--- config.mk ---
export PLATFORM = sky130hd
export DESIGN_NAME = hpram_arbiter
export DESIGN_NICKNAME = d
export VERILOG_FILES = /design/src/rtl/hpram_arb_pkg.sv /design/src/rtl/hpram_arb_pick.sv /design/src/rtl/hpram_arbiter.sv
export SDC_FILE = /design/constraint.sdc
export NUM_CORES = 1
export LEC_CHECK = 0
export CAP_MARGIN = 20
export CORE_ASPECT_RATIO = 0.5
export CORE_UTILIZATION = 44
export CTS_BUF_LIST = sky130_fd_sc_hd__clkbuf_8 sky130_fd_sc_hd__clkbuf_16
export CTS_CLUSTER_SIZE = 25
export DETAILED_ROUTE_END_ITERATION = 10
export HOLD_SLACK_MARGIN = 0.06
export PLACE_DENSITY = 0.87
export SYNTH_ARGS = -nofsm -noshare
export SYNTH_HDL_FRONTEND = slang
export SYNTH_SLANG_ARGS = --single-unit
export TNS_END_PERCENT = 100
--- constraint.sdc ---
create_clock -name I_dma_clk -period 3.2 [get_ports I_dma_clk]
set_input_delay 0.64 -clock I_dma_clk [delete_from_list [all_inputs] [get_ports I_dma_clk]]
set_output_delay 0.64 -clock I_dma_clk [all_outputs]
set_load 0.03 [all_outputs]
--- src/rtl/hpram_arb_pkg.sv ---
// Shared types and constants for the HyperRAM two-port command arbiter.
package hpram_arb_pkg;

  typedef enum logic [1:0] {
    IDLE     = 2'd0,
    WR_BURST = 2'd1,
    RD_WAIT  = 2'd2,
    GAP      = 2'd3
  } state_e;

  typedef enum logic {
    SIDE_RD = 1'b0,
    SIDE_WR = 1'b1
  } side_e;

  localparam logic CMD_WR = 1'b1;
  localparam logic CMD_RD = 1'b0;

  localparam int unsigned TMO_W   = 16;
  localparam int unsigned STATS_W = 16;

endpackage

--- src/rtl/hpram_arb_pick.sv ---
// Combinational round-robin selector with urgent-read override.
module hpram_arb_pick
  import hpram_arb_pkg::*;
(
  input  logic  wr_req,
  input  logic  rd_req,
  input  logic  rd_urgent,
  input  side_e last_grant,
  output logic  grant_wr,
  output logic  grant_rd
);

  always_comb begin
    grant_wr = 1'b0;
    grant_rd = 1'b0;
    if (wr_req && rd_req) begin
      if (rd_urgent || (last_grant == SIDE_WR)) grant_rd = 1'b1;
      else                                      grant_wr = 1'b1;
    end else begin
      grant_wr = wr_req;
      grant_rd = rd_req;
    end
  end

endmodule

--- src/rtl/hpram_arbiter.sv ---
// Burst arbiter between camera write and HDMI read paths onto the HyperRAM controller.
// Optional burst counters are enabled with the HPRAM_ARB_STATS_EN macro.
module hpram_arbiter
  import hpram_arb_pkg::*;
#(
  parameter int unsigned ADDR_WIDTH  = 22,
  parameter int unsigned DATA_WIDTH  = 32,
  parameter int unsigned BURST_BEATS = 16,
  parameter int unsigned CMD_GAP     = 4,
  parameter int unsigned RD_TIMEOUT  = 1023
) (
  input  logic                    I_dma_clk,
  input  logic                    I_rst_n,
  input  logic                    I_init_calib,
  input  logic                    I_wr_req,
  input  logic [ADDR_WIDTH-1:0]   I_wr_addr,
  output logic                    O_wr_ack,
  output logic                    O_wr_data_rd,
  input  logic [DATA_WIDTH-1:0]   I_wr_data,
  input  logic [DATA_WIDTH/8-1:0] I_wr_mask,
  input  logic                    I_rd_req,
  input  logic                    I_rd_urgent,
  input  logic [ADDR_WIDTH-1:0]   I_rd_addr,
  output logic                    O_rd_ack,
  output logic                    O_rd_data_valid,
  output logic [DATA_WIDTH-1:0]   O_rd_data,
  output logic                    O_cmd,
  output logic                    O_cmd_en,
  output logic [ADDR_WIDTH-1:0]   O_addr,
  output logic [DATA_WIDTH-1:0]   O_wr_data,
  output logic [DATA_WIDTH/8-1:0] O_data_mask,
  input  logic                    I_rd_data_valid,
  input  logic [DATA_WIDTH-1:0]   I_rd_data,
  output logic                    O_err
`ifdef HPRAM_ARB_STATS_EN
  ,
  output logic [STATS_W-1:0]      O_wr_bursts,
  output logic [STATS_W-1:0]      O_rd_bursts
`endif
);

  localparam int unsigned BEAT_W = $clog2(BURST_BEATS + 1);
  localparam int unsigned GAP_W  = (CMD_GAP > 0) ? $clog2(CMD_GAP + 1) : 1;

  state_e              state;
  side_e               last_grant;
  logic [BEAT_W-1:0]   beat_cnt;
  logic [GAP_W-1:0]    gap_cnt;
  logic [TMO_W-1:0]    tmo_cnt;
  logic                grant_wr;
  logic                grant_rd;
  logic                last_beat;

  hpram_arb_pick u_pick (
    .wr_req     (I_wr_req),
    .rd_req     (I_rd_req),
    .rd_urgent  (I_rd_urgent),
    .last_grant (last_grant),
    .grant_wr   (grant_wr),
    .grant_rd   (grant_rd)
  );

  assign last_beat = (beat_cnt == BEAT_W'(BURST_BEATS - 1));

  // The IDLE arbitration cycle is the final idle cycle of the gap, so GAP itself holds CMD_GAP-1.
  function automatic state_e post_burst();
    return (CMD_GAP > 1) ? GAP : IDLE;
  endfunction

  // Zero-latency FWFT write path, only open while the burst is streaming.
  assign O_wr_data_rd = (state == WR_BURST);
  assign O_wr_data    = O_wr_data_rd ? I_wr_data : '0;
  assign O_data_mask  = O_wr_data_rd ? I_wr_mask : '0;

  always_ff @(posedge I_dma_clk or negedge I_rst_n) begin
    if (!I_rst_n) begin
      state           <= IDLE;
      last_grant      <= SIDE_RD;
      beat_cnt        <= '0;
      gap_cnt         <= '0;
      tmo_cnt         <= '0;
      O_cmd           <= CMD_RD;
      O_cmd_en        <= 1'b0;
      O_addr          <= '0;
      O_wr_ack        <= 1'b0;
      O_rd_ack        <= 1'b0;
      O_rd_data_valid <= 1'b0;
      O_rd_data       <= '0;
      O_err           <= 1'b0;
    end else begin
      O_cmd_en        <= 1'b0;
      O_wr_ack        <= 1'b0;
      O_rd_ack        <= 1'b0;
      O_rd_data_valid <= I_rd_data_valid;
      if (I_rd_data_valid) O_rd_data <= I_rd_data;
      if (I_rd_data_valid && (state != RD_WAIT)) O_err <= 1'b1;

      case (state)
        IDLE: begin
          if (I_init_calib && grant_wr) begin
            state      <= WR_BURST;
            beat_cnt   <= '0;
            last_grant <= SIDE_WR;
            O_cmd      <= CMD_WR;
            O_addr     <= I_wr_addr;
            O_cmd_en   <= 1'b1;
            O_wr_ack   <= 1'b1;
          end else if (I_init_calib && grant_rd) begin
            state      <= RD_WAIT;
            beat_cnt   <= '0;
            tmo_cnt    <= '0;
            last_grant <= SIDE_RD;
            O_cmd      <= CMD_RD;
            O_addr     <= I_rd_addr;
            O_cmd_en   <= 1'b1;
            O_rd_ack   <= 1'b1;
          end
        end
        WR_BURST: begin
          if (last_beat) begin
            state   <= post_burst();
            gap_cnt <= GAP_W'(1);
          end else begin
            beat_cnt <= beat_cnt + BEAT_W'(1);
          end
        end
        RD_WAIT: begin
          if (I_rd_data_valid && last_beat) begin
            state   <= post_burst();
            gap_cnt <= GAP_W'(1);
          end else if (tmo_cnt == TMO_W'(RD_TIMEOUT - 1)) begin
            O_err   <= 1'b1;
            state   <= post_burst();
            gap_cnt <= GAP_W'(1);
          end else begin
            tmo_cnt <= tmo_cnt + TMO_W'(1);
            if (I_rd_data_valid) beat_cnt <= beat_cnt + BEAT_W'(1);
          end
        end
        GAP: begin
          if (gap_cnt >= GAP_W'(CMD_GAP - 1)) state <= IDLE;
          else                                gap_cnt <= gap_cnt + GAP_W'(1);
        end
        default: state <= IDLE;
      endcase
    end
  end

`ifdef HPRAM_ARB_STATS_EN
  // Saturating command counters, stepped on the same edge that raises O_cmd_en.
  always_ff @(posedge I_dma_clk or negedge I_rst_n) begin
    if (!I_rst_n) begin
      O_wr_bursts <= '0;
      O_rd_bursts <= '0;
    end else if ((state == IDLE) && I_init_calib) begin
      if (grant_wr) begin
        if (O_wr_bursts != {STATS_W{1'b1}}) O_wr_bursts <= O_wr_bursts + STATS_W'(1);
      end else if (grant_rd) begin
        if (O_rd_bursts != {STATS_W{1'b1}}) O_rd_bursts <= O_rd_bursts + STATS_W'(1);
      end
    end
  end
`endif

endmodule
* Yosys cells after proc, flatten, opt, wreduce, memory -nomap -nowiden
Index checks and enable logic that the tools add are counted. W data, S select, Z words.
Storage, ports and cells: bits in registers 86, input port bits 119, output and inout bits 97, word-level logic and storage cells 94
Operators by class: $add $sub $neg 3, $lt $le $gt $ge 1, eq/ne operators 17, mux-type cells 45, reductions and logical operators 16
Operators by type and width (number):
- $mux W16 | 4
- $mux W22 | 2
- $mux W32 | 1
- $pmux W16 S2 | 1
- $mux W5 | 6
- $ne A2 B2 Y1 const B | 9
- $mux W1 | 17
- $add A16 B1 Y16 const B | 1
- $eq A16 B10 Y1 const B | 1
- $pmux W5 S3 | 1
- $mux W2 | 6
- $mux W3 | 4
- $pmux W3 S3 | 1
- $pmux W2 S4 | 1
- $reduce_and A4 Y1 | 2
- $ne A3 B3 Y1 const B | 2
- $reduce_and A6 Y1 | 1
- $reduce_bool A3 Y1 | 2
- $add A5 B1 Y5 const B | 1
- $eq A5 B4 Y1 const B | 1
- $logic_and A1 B1 Y1 | 5
- $reduce_and A5 Y1 | 1
- $eq A2 B2 Y1 const B | 2
- $mux W4 | 1
- 8 further kinds | 9

* Longest topological paths before layout
Gate-level depths: netlist of the first run.
depth in word-level cells 7, mapped depth 9, depth with buffers taken out 8

* Hierarchy
Synthesis of the first run repeated with hierarchy kept, for this count alone.
Unflattened totals: cell total of the unflattened synthesis 402, area total of the unflattened synthesis 4267.8 um^2
Modules (own cells, without submodules):
- hpram_arbiter | times used 1, cells each 398, area an instance 4245.3 um^2, seq. area each 2152.1 um^2
- hpram_arb_pick | times used 1, cells each 4, area an instance 22.5 um^2, seq. area each 0.0 um^2

* Least setup slack after synthesis of the first run
Ideal clock, no wire load.
kind flip-flop to output port, from register state[1], to output port O_data_mask[0], data arrival time 1623 ps, data required time 2560 ps, path slack 937 ps, cell stages (with the launch flop) 6, buffers on the path 2, path through dfrtp_1 -> inv_1 -> ha_1 -> clkbuf_1 -> clkbuf_1 -> and2_1
On the way: word-level cells in the longest chain between the ends 2
RTL lines:
- start: declaration | line hpram_arbiter.sv:45 | state_e state;
- start signal: assignment | line hpram_arbiter.sv:121 | state <= post_burst();
- start signal: assignment | line hpram_arbiter.sv:129 | state <= post_burst();
- start signal: assignment | line hpram_arbiter.sv:133 | state <= post_burst();
- $eq A2 B1 Y1 | line hpram_arbiter.sv:71 | assign O_wr_data_rd = (state == WR_BURST);
- named net O_wr_data_rd | line hpram_arbiter.sv:18 | output logic O_wr_data_rd,
- $mux W4 | line hpram_arbiter.sv:73 | assign O_data_mask = O_wr_data_rd ? I_wr_mask : '0;
- end: declaration | line hpram_arbiter.sv:31 | output logic [DATA_WIDTH/8-1:0] O_data_mask,
The timed path passes the listed nets, and every way through them passes these cells.

* Worst setup path after layout of the first run
from register state[1], to output port O_wr_data[0]
On the way: word-level cells in the longest chain between the ends 2
RTL lines:
- $eq A2 B1 Y1 | line hpram_arbiter.sv:71
- $mux W32 | line hpram_arbiter.sv:72 | assign O_wr_data = O_wr_data_rd ? I_wr_data : '0;
- end: declaration | line hpram_arbiter.sv:30 | output logic [DATA_WIDTH-1:0] O_wr_data,
Every way passes these cells.

==> qor.csv, run 1 <==
stage,metric,value,unit
placed_design,dpl ws,0.626,ns
clocking,CTS resizes,0,
timing,fmax,347,MHz
worst_setup_path,CP top delay family,buffers and inverters,
pwr,VDD IR max,461,uV
floorplanning,Die ar.,0.0101,mm2
pwr,Leakage,3.01,nW
timing,RSZ-0062 raised after global routing,false,
yosys,Yosys warnings,0,
yosys,mapped cell area,0.00427,mm2
timing,Final Cycle Share,0.900,
route,initial drt markers,276,
floorplanning,Die X,141,um
timing,Final Skew,0.00776,ns
worst_setup_path,Crit Path Class,register to output port,
pwr,Final Total Pwr,4.88,mW
floorplanning,Core Region,0.00907,mm2
grt,initial antenna violation count,0,
placed_design,placed cells,730,
timing,Slew HR,0.640,
worst_setup_path,CP peak stage delay,0.68,ns
floorplanning,initial core utilization,0.471,
route,Avg Vias per Cell,5.02,
yosys,post-synthesis register bit count,86,
worst_setup_path,worst r2r path cells,7,
worst_setup_path,origin of the worst setup path,state[1],
yosys,"EDFF count, synth",0,
yosys,Post-synth top flop,dfrtp_1,
clocking,CTS Root Cell,clkbuf_16,
floorplanning,Boundary Pins,216,
clocking,# H-tree levels,3,
yosys,"Net Count, Synth",530,
yosys,Post-Synthesis Cells,400,
timing,final worst slack,0.319,ns
layout,fin cells,747,
worst_setup_path,"Cell Chain, Critical Path",inv_1 > ha_1 > buf_4 > and2_1 > clkdlybuf4s50_1,
timing,final hold violation count,0,
route,Avg WL per Cell,15.2,um
floorplanning,Core Rows,24,
placed_design,Post-DP HPWL,8430,um
placed_design,Port Buf Inserts,215,
yosys,Yosys cell types,45,
worst_setup_path,Critical Path RT,2.56,ns
floorplanning,Die Ht,71.7,um
clocking,TritonCTS Buffers,9,
job,MaxCap Viol Count,0,
clocking,Max clock buf depth,2,
route,WL final,11400,um
route,DRC,0,
timing,setup TNS,0,ns
timing,WHS,0.147,ns
route,vias post-DR,3749,
layout,# fillers,624,
timing,# setup viols final,0,
layout,P&R area growth vs syn,60.0,%
grt,largest net degree at the start of global routing,87,
yosys,mean post-synth cell area,10.7,um2
worst_setup_path,reg2reg setup slack,0.85,ns
placed_design,gpl congestion,0.801,
clocking,"Setup Fix Bufs, Post-CTS",0,
worst_setup_path,CP endpoint kind,output port,
worst_setup_path,crit path DAT,2.24,ns
worst_setup_path,"slowest stage cell, crit path",clkdlybuf4s50_1,
route,DRT Pass-1 Iters,5,
run_status,outcome,finished clean,
worst_setup_path,RR Endpoint,tmo_cnt[13],
timing,Final min period,2.88,ns
layout,layout cells sized above 1,0.102,
worst_setup_path,Crit Path Max Fanout,37,
worst_setup_path,worst path bufs/invs,3,
worst_hold_path,hold crit path type,primary input to asynchronous set/reset pin,
worst_setup_path,FF-to-FF Start,state[0],
clocking,CTS tree,yes,
worst_setup_path,CP startpoint kind,register,
grt,gr usage total,0.223,
grt,first-pass GRT wire length,17900,um
worst_setup_path,worst setup path end,O_wr_data[0],
yosys,Post-synth ARST share,1.00,
layout,NumNets Final,742,
grt,Congestion Overflow GR,0,
clocking,# clock sinks,86,
timing,worst slew pin tran,0.534,ns
yosys,register area share after synthesis,0.504,
grt,vias in the first global route,3728,
layout,# diodes,0,
route,Detail Route Antenna Nets,0,
clocking,CTS Hold Bufs,0,
worst_setup_path,Stages on worst setup path,5,
timing,Final Max Tran Viols,0,
clocking,worst skew pair latency,0.33,ns
pwr,pwr dens,714,mW/mm2
clocking,clk slew on worst S/H paths,0.07,ns
cell usage after synthesis (all sizes together) (2+ instances only):
| master | count | share of area |
|---|---|---|
| mux2i | 26 | 0.061 |
| nor3 | 2 | 0.0023 |
| nand3 | 13 | 0.015 |
| a21oi | 13 | 0.015 |
| and2 | 37 | 0.054 |
| o21ai | 36 | 0.042 |
| o211ai | 2 | 0.0035 |
| ha | 11 | 0.032 |
| a21o | 2 | 0.0035 |
| nor4 | 2 | 0.0029 |
| nand2 | 43 | 0.038 |
| and4 | 2 | 0.0047 |
| or3 | 2 | 0.0029 |
| a31oi | 7 | 0.010 |
| buf | 8 | 0.011 |
| nand2b | 3 | 0.0044 |
| and3 | 3 | 0.0044 |
| inv | 18 | 0.016 |
| nor3b | 3 | 0.0053 |
| nor2 | 7 | 0.0062 |
| and4b | 2 | 0.0056 |
| a211o | 3 | 0.0062 |
| dfrtp | 86 | 0.50 |
| mux2 | 35 | 0.092 |
| a22o | 4 | 0.0082 |
| nand4 | 6 | 0.0088 |
| clkbuf | 11 | 0.0097 |
placed cells by master (no fill, tap or decap), drive strengths merged, types with 11 or more instances in the layout:
master,count
clkdlybuf4s50,214
dfrtp,86
nand2,43
and2,37
o21ai,36
mux2,35
mux2i,26
inv,21
nand3,13
a21oi,13
ha,11
state kept, by name (all words and copies together), names as in the netlist:
name and flops:
last_grant 1, state 2, O_addr 22, gap_cnt 3
tmo_cnt 16, beat_cnt 5, O_cmd_en 1, O_err 1
O_rd_data 32, O_wr_ack 1, O_rd_ack 1, O_rd_data_valid 1
worst reg2reg max path: stages, from the launching register on:
cell and delay [ns]:
dfrtp_1 0.40, inv_1 0.12, ha_1 0.38, inv_1 0.18
o22ai_1 0.32, nand3_1 0.36, a21o_1 0.27, a22o_1 0.22
how the worst min path moves through the flow:
stage | startpoint | endpoint | depth (start not counted)
floorplan | I_rst_n | O_addr[0] | 0
global placement | O_addr[5] | O_addr[5] | 2
detailed placement | O_addr[15] | O_addr[15] | 2
CTS | O_addr[15] | O_addr[15] | 2
global route | I_rst_n | tmo_cnt[14] | 1
finish | I_rst_n | tmo_cnt[13] | 1
where the power goes:
part / internal, mW / switching (mW)
clock: 0.534 / 0.450
combinational: 1.04 / 1.35
sequential: 1.34 / 0.159
total: 2.92 / 1.96
cell families (layout without fill, tap and decap cells):
logic type / after synthesis / in the layout / share of synthesized area
AOI/OAI and AO/OA: 72 / 72 / 0.100
DFF: 86 / 86 / 0.504
buffers and inverters: 37 / 254 / 0.0360
muxes: 61 / 61 / 0.153
and+or+nand+nor: 132 / 132 / 0.173
adders and majority gates: 11 / 11 / 0.0322
xor gates and xnor gates: 1 / 1 / 0.00205
area by class of cell:
cell class              instances  area [um2]  area share
flip-flops and latches         86        2150       0.315
clock buffers                   9         225      0.0329
multi-input cells             277        1970       0.288
repair buffers                220        2210       0.323
well taps                     130         163      0.0238
inverters                      18        67.6     0.00988
clock inverters                 7        53.8     0.00787
through the flow:
stage	util	area, um2
final	0.754	6840
after global routing	0.754	6840
after CTS	0.751	6810
after detailed placement	0.720	6530
after global placement	0.720	6530
after floorplan	-	4270
layer usage:
layer | vias up | global-route usage | routed length (um)
li1 | 1824 | - | -
met1 | 1754 | 0.259 | 4600
met2 | 151 | 0.408 | 5880
met3 | 20 | 0.0595 | 647
met4 | 0 | 0.0713 | 231
met5 | - | 0 | 0
No activity file was read; power rests on OpenSTA's default activity.
==> run 2: changes to the inputs <==
- CTS_BUF_LIST: sky130_fd_sc_hd__clkbuf_8 sky130_fd_sc_hd__clkbuf_16 -> sky130_fd_sc_hd__clkbuf_4
- GPL_ROUTABILITY_DRIVEN: default -> 0
==> run 2 against run 1 <==
Net effect: global-route usage shrank 0.065 points; count of clock-buffer cells in the layout is the same; first-iteration DRC count shrank 20%; cell count grew 0.13%; worst setup slack lost 0.13 ns; sequential power is essentially flat; largest power group unchanged; clock power shrank 42%; power shrank 8.7%; die area is the same; largest cell class unchanged; utilization shrank 1.6 points; register-to-register slack is essentially flat.
==> qor.csv, run 2 (same netlist as run 1, synthesis figures left out) <==
stage,metric,value,unit,change
route,vias post-DR,3742,,was 3749
job,MaxCap Viol Count,0,,unchanged
route,DRT Pass-1 Iters,4,,was 5
timing,Slew HR,0.633,,was 0.640
route,DRC,0,,unchanged
clocking,worst skew pair latency,0.45,ns,was 0.33 ns
grt,largest net degree at the start of global routing,87,,unchanged
timing,setup TNS,0,ns,unchanged
timing,final hold violation count,0,,unchanged
grt,vias in the first global route,3643,,was 3728
placed_design,placed cells,730,,unchanged
worst_setup_path,Crit Path Max Fanout,37,,unchanged
worst_setup_path,CP peak stage delay,0.68,ns,about the same
placed_design,Post-DP HPWL,8430,um,unchanged
timing,Final Cycle Share,0.942,,was 0.900
timing,final worst slack,0.185,ns,was 0.319 ns
timing,# setup viols final,0,,unchanged
floorplanning,Die Ht,71.7,um,unchanged
placed_design,Port Buf Inserts,215,,unchanged
worst_setup_path,CP endpoint kind,output port,,unchanged
floorplanning,Boundary Pins,216,,unchanged
route,Detail Route Antenna Nets,0,,unchanged
timing,Final Max Tran Viols,0,,unchanged
clocking,TritonCTS Buffers,9,,unchanged
layout,largest reg by FF count,O_rd_data,,unchanged
grt,Congestion Overflow GR,0,,unchanged
grt,initial antenna violation count,0,,unchanged
pwr,Leakage,2.94,nW,was 3.01 nW
placed_design,dpl ws,0.626,ns,unchanged
worst_setup_path,"slowest stage cell, crit path",clkdlybuf4s50_1,,unchanged
grt,first-pass GRT wire length,17600,um,was 17900 um
layout,# fillers,650,,was 624
route,Avg WL per Cell,14.9,um,was 15.2 um
floorplanning,Core Region,0.00907,mm2,unchanged
floorplanning,Die ar.,0.0101,mm2,unchanged
clocking,# clock sinks,86,,unchanged
layout,max reg flops,32,,unchanged
layout,top flop regs,"O_rd_data x32, O_addr x22, tmo_cnt x16",,unchanged
timing,fmax,332,MHz,was 347 MHz
grt,gr usage total,0.222,,was 0.223
clocking,clk slew on worst S/H paths,0.14,ns,was 0.07 ns
clocking,# H-tree levels,3,,unchanged
timing,Final min period,3.01,ns,was 2.88 ns
route,WL final,11200,um,was 11400 um
placed_design,placed cell area,0.00653,mm2,unchanged
worst_setup_path,Crit Path Class,register to output port,,unchanged
layout,# diodes,0,,unchanged
timing,WHS,0.495,ns,was 0.147 ns
layout,NumNets Final,743,,was 742
pwr,pwr dens,666,mW/mm2,was 714 mW/mm2
floorplanning,initial core utilization,0.471,,unchanged
route,Avg Vias per Cell,5.00,,was 5.02
layout,P&R area growth vs syn,56.5,%,was 60.0%
pwr,Final Total Pwr,4.45,mW,was 4.88 mW
layout,"leading cell type in the layout, fill and taps excluded",clkdlybuf4s50_1,,unchanged
layout,Final Core Density,0.737,,was 0.754
layout,fin area,0.00669,mm2,was 0.00684 mm2
floorplanning,Core Rows,24,,unchanged
clocking,CTS Hold Bufs,0,,unchanged
pwr,VDD IR max,316,uV,was 461 uV
layout,fin cells,748,,was 747
clocking,CTS Root Cell,clkbuf_4,,was clkbuf_16
timing,Final Skew,0.0242,ns,was 0.00776 ns
worst_setup_path,Critical Path RT,2.56,ns,about the same
worst_hold_path,hold crit path type,register to register,,was primary input to asynchronous set/reset pin
worst_setup_path,CP startpoint kind,register,,unchanged
layout,"commonest cells after routing, fill and taps aside","clkdlybuf4s50_1 (214), dfrtp_1 (86), nand2_1 (43)",,unchanged
run_status,outcome,finished clean,,unchanged
clocking,Max clock buf depth,2,,unchanged
floorplanning,Die X,141,um,unchanged
worst_setup_path,"Cell Chain, Critical Path",inv_1 > ha_1 > buf_4 > and2_1 > clkdlybuf4s50_1,,unchanged
timing,worst slew pin tran,0.546,ns,was 0.534 ns
layout,layout cells sized above 1,0.102,,about the same
worst_setup_path,crit path DAT,2.37,ns,was 2.24 ns
timing,RSZ-0062 raised after global routing,false,,unchanged
clocking,CTS resizes,0,,unchanged
clocking,"Setup Fix Bufs, Post-CTS",0,,unchanged
clocking,CTS tree,yes,,unchanged
route,initial drt markers,220,,was 276
==> run 2: worst max-delay path, delay by kind of cell (launching register included) <==
kind	cells	cell delay (ns)
buffers and inverters	3	1.09
DFF	1	0.43
adders and majority gates	1	0.21
and+or+nand+nor	1	0.21
==> run 2: worst paths after layout <==
kind	startpoint	to	slack (ns)	cells past startpoint
max reg2reg	state[0]	tmo_cnt[13]	0.85	7
max	state[1]	O_wr_data[0]	0.19	5
min reg2reg	O_addr[3]	O_addr[3]	0.49	2
max in group asynchronous	I_rst_n	O_addr[9]	2.03	3
min in group asynchronous	I_rst_n	tmo_cnt[13]	0.56	2
min	O_addr[3]	O_addr[3]	0.49	2
==> run 2: area by class of cell <==
type	instances	area (um2)	area share
Clock inverter	7	53.8	0.00804
Timing Repair Buffer	221	2220	0.332
Inverter	18	67.6	0.0101
Sequential cell	86	2150	0.322
Multi-Input combinational cell	277	1970	0.294
Tap cell	130	163	0.0243
Clock buffer	9	67.6	0.0101
==> run 2: per-layer routing <==
| layer | vias up | wire length [um] | global-route usage | share of wire |
|---|---|---|---|---|
| met5 | - | 0 | 0 | 0 |
| met4 | 0 | 201 | 0.0737 | 0.018 |
| met3 | 21 | 620 | 0.0615 | 0.056 |
| met2 | 129 | 5820 | 0.403 | 0.52 |
| met1 | 1764 | 4520 | 0.258 | 0.41 |
| li1 | 1828 | - | - | - |
==> run 2: where the power goes <==
part	total [mW]	switching [mW]	internal, mW
Sequential	1.50	0.158	1.34
Clock	0.571	0.403	0.168
Combinational	2.39	1.34	1.04
==> run 3: changes to the inputs <==
- CORE_ASPECT_RATIO: 0.5 -> 1.25
- SYNTH_HIERARCHICAL: default -> 1
==> run 3 against run 2 <==
Net effect: maximum frequency grew 3.9%; critical path depth is the same; non-clock buffer count grew 2; power grew 2.7%; utilization shrank 2.1 points; combinational power grew 5%; clock skew shrank 0.015 ns; sequential share of layout area grew 0.21 points; register-to-register slack lost 0.17 ns; critical endpoint is now O_wr_data[11]; highest routed layer unchanged.
==> qor.csv, run 3 <==
stage,metric,value,unit,change
yosys,Post-Synthesis Cells,402,,was 400
grt,Congestion Overflow GR,0,,unchanged
pwr,Clk pwr share,0.113,,was 0.128
timing,# setup viols final,0,,unchanged
clocking,clk slew on worst S/H paths,0.12,ns,was 0.14 ns
worst_setup_path,CP endpoint kind,output port,,unchanged
worst_hold_path,hold crit path type,primary input to asynchronous set/reset pin,,was register to register
pwr,Final Total Pwr,4.57,mW,was 4.45 mW
grt,initial antenna violation count,0,,unchanged
yosys,"Net Count, Synth",532,,was 530
timing,Final Max Tran Viols,0,,unchanged
job,MaxCap Viol Count,0,,unchanged
layout,largest reg by FF count,O_rd_data,,unchanged
clocking,CTS Hold Bufs,0,,unchanged
timing,Slew HR,0.506,,was 0.633
worst_setup_path,Critical Path RT,2.56,ns,about the same
yosys,Synth area leaders,"dfrtp_1 (50%), mux2_2 (8.4%), mux2i_1 (6.1%)",,"was dfrtp_1 (50%), mux2_2 (9.2%), mux2i_1 (6.1%)"
route,Avg Vias per Cell,5.31,,was 5.00
timing,worst slew pin tran,0.738,ns,was 0.546 ns
worst_setup_path,crit path DAT,2.26,ns,was 2.37 ns
layout,top flop regs,"O_rd_data x32, O_addr x22, tmo_cnt x16",,unchanged
grt,gr usage total,0.275,,was 0.222
grt,grt peak-use layer,met2,,unchanged
yosys,cell taking the most area after synthesis,dfrtp_1,,unchanged
yosys,mapped cell area,0.00427,mm2,about the same
timing,setup TNS,0,ns,unchanged
route,initial drt markers,204,,was 220
timing,fmax,345,MHz,was 332 MHz
timing,Final min period,2.90,ns,was 3.01 ns
clocking,CTS Root Cell,clkbuf_4,,unchanged
layout,P&R area growth vs syn,55.7,%,was 56.5%
clocking,CTS resizes,0,,unchanged
grt,met3 global-route usage,0.0860,,was 0.0615
route,DRT Pass-1 Iters,5,,was 4
yosys,mean post-synth cell area,10.6,um2,was 10.7 um2
yosys,most frequent cell after synthesis,dfrtp_1,,unchanged
route,WL final,13600,um,was 11200 um
layout,max reg flops,32,,unchanged
layout,Final Core Density,0.717,,was 0.737
clocking,TritonCTS Buffers,9,,unchanged
pwr,pwr dens,688,mW/mm2,was 666 mW/mm2
floorplanning,Core Rows,39,,was 24
clocking,# clock sinks,86,,unchanged
placed_design,Post-DP HPWL,10700,um,was 8430 um
layout,NumNets Final,745,,was 743
yosys,post-synthesis register bit count,86,,unchanged
placed_design,Port Buf Inserts,215,,unchanged
grt,M2 GR Usage,0.462,,was 0.403
floorplanning,Die ar.,0.0101,mm2,about the same
yosys,register area share after synthesis,0.504,,about the same
worst_setup_path,Crit Path Max Fanout,18,,was 37
yosys,Post-synth top flop,dfrtp_1,,unchanged
floorplanning,initial core utilization,0.460,,was 0.471
clocking,# H-tree levels,3,,unchanged
route,vias post-DR,3939,,was 3742
floorplanning,Boundary Pins,216,,unchanged
floorplanning,Die Ht,112,um,was 71.7 um
layout,"commonest cells after routing, fill and taps aside","clkdlybuf4s50_1 (213), dfrtp_1 (86), nand2_1 (46)",,"was clkdlybuf4s50_1 (214), dfrtp_1 (86), nand2_1 (43)"
yosys,"EDFF count, synth",0,,unchanged
timing,Final Cycle Share,0.906,,was 0.942
pwr,Gate power share,0.547,,was 0.536
grt,vias in the first global route,3901,,was 3643
grt,first-pass GRT wire length,21200,um,was 17600 um
grt,largest net degree at the start of global routing,48,,was 87
clocking,Max clock buf depth,2,,unchanged
pwr,Flop pwr share,0.340,,was 0.336
layout,"leading cell type in the layout, fill and taps excluded",clkdlybuf4s50_1,,unchanged
worst_setup_path,CP startpoint kind,register,,unchanged
pwr,Psw,1.97,mW,was 1.91 mW
pwr,Leakage,2.91,nW,was 2.94 nW
pwr,VDD IR max,389,uV,was 316 uV
yosys,Yosys warnings,6,,was 0
run_status,outcome,finished clean,,unchanged
yosys,Yosys cell types,43,,was 45
clocking,worst skew pair latency,0.43,ns,was 0.45 ns
route,DRC,0,,unchanged
clocking,"Setup Fix Bufs, Post-CTS",0,,unchanged
pwr,Internal,2.60,mW,was 2.55 mW
pwr,Sw Ratio,0.432,,was 0.428
yosys,"top cells by count, synth","dfrtp_1 (86), nand2_1 (46), and2_1 (37), o21ai_0 (37), mux2_2 (32)",,"was dfrtp_1 (86), nand2_1 (43), and2_1 (37)"
yosys,top-area cell type share of the netlist area,0.504,,about the same
worst_setup_path,Crit Path Class,register to output port,,unchanged
route,Detail Route Antenna Nets,0,,unchanged
timing,final hold violation count,0,,unchanged
grt,met1 usage,0.331,,was 0.258
timing,RSZ-0062 raised after global routing,false,,unchanged
timing,Final Skew,0.00914,ns,was 0.0242 ns
layout,layout cells sized above 1,0.103,,was 0.102
yosys,Post-synth ARST share,1.00,,unchanged
route,Avg WL per Cell,18.4,um,was 14.9 um
clocking,CTS tree,yes,,unchanged
floorplanning,Die X,90.1,um,was 141 um
floorplanning,Core Region,0.00927,mm2,was 0.00907 mm2
worst_setup_path,reg2reg setup slack,0.68,ns,was 0.85 ns
layout,# diodes,0,,unchanged
==> run 3: cell count changes after synthesis, moves of 4 or more <==
cell	previous run	this run
nand3_1	13	17
a31oi_1	7	17
nor2_1	7	2
a22o_1	4	0
a21oi_1	13	7
clkbuf_1	11	15
inv_1	18	14
o21ai_1	0	4
nand4_1	6	2
==> run 3: stage by stage <==
step | instances | hold WS [ns] | area [um2] | setup WS, ns
2_1_floorplan | 402 | 0.344 | 4270 | 0.932
3_3_place_gp | 727 | 0.464 | 6540 | 0.431
3_5_place_dp | 727 | 0.470 | 6540 | 0.375
4_1_cts | 742 | 0.215 | 6650 | 0.258
5_1_grt | 742 | 0.225 | 6650 | 0.171
6_report | 742 | 0.203 | 6650 | 0.299
==> run 3: power groups by stage <==
stage | Sequential [mW] | Clock (mW) | Combinational [mW]
2_1_floorplan | 1.91 | 0 | 1.13
3_3_place_gp | 1.56 | 0 | 2.43
3_5_place_dp | 1.58 | 0 | 2.50
4_1_cts | 1.55 | 0.530 | 2.51
5_1_grt | 1.59 | 0.571 | 2.69
6_report | 1.55 | 0.517 | 2.50
==> run 3: final timing paths <==
kind | startpoint | end | cells after the start
worst max-delay path | state[1] | O_wr_data[11] | 5
worst min-delay path | I_rst_n | O_addr[19] | 1
worst max register to register | state[0] | tmo_cnt[8] | 8
worst min register to register | O_addr[5] | O_addr[5] | 2
max in group asynchronous | I_rst_n | tmo_cnt[14] | 2
min in group I_dma_clk | O_addr[5] | O_addr[5] | 2
==> run 3: cell type report <==
class	count	area, um2
fillers	682	2630
inverters	14	52.6
flip-flops and latches	86	2150
well taps	123	154
clock inverters	3	12.5
multi-input cells	281	1980
repair buffers	223	2200
clock buffers	12	90.1
==> run 3: critical path, cell delays in order, from the launching register on <==
cell,delay [ns]
dfrtp_1,0.42
inv_1,0.14
ha_1,0.19
buf_4,0.22
and2_1,0.19
clkdlybuf4s50_1,0.68
==> run 3: per-layer routing <==
metal | vias up | routed length, um
met3 | 26 | 1240
li1 | 1849 | -
met4 | 0 | 395
met5 | - | 0
met2 | 200 | 6700
met1 | 1864 | 5290
==> run 3: kinds of logic after synthesis <==
| kind of cell | after synthesis | share of synthesized area |
|---|---|---|
| buffers and inverters | 35 | 0.0320 |
| adders and majority gates | 11 | 0.0322 |
| DFF | 86 | 0.504 |
| muxes | 60 | 0.151 |
| AOI/OAI and AO/OA | 87 | 0.127 |
| and+or+nand+nor | 123 | 0.154 |
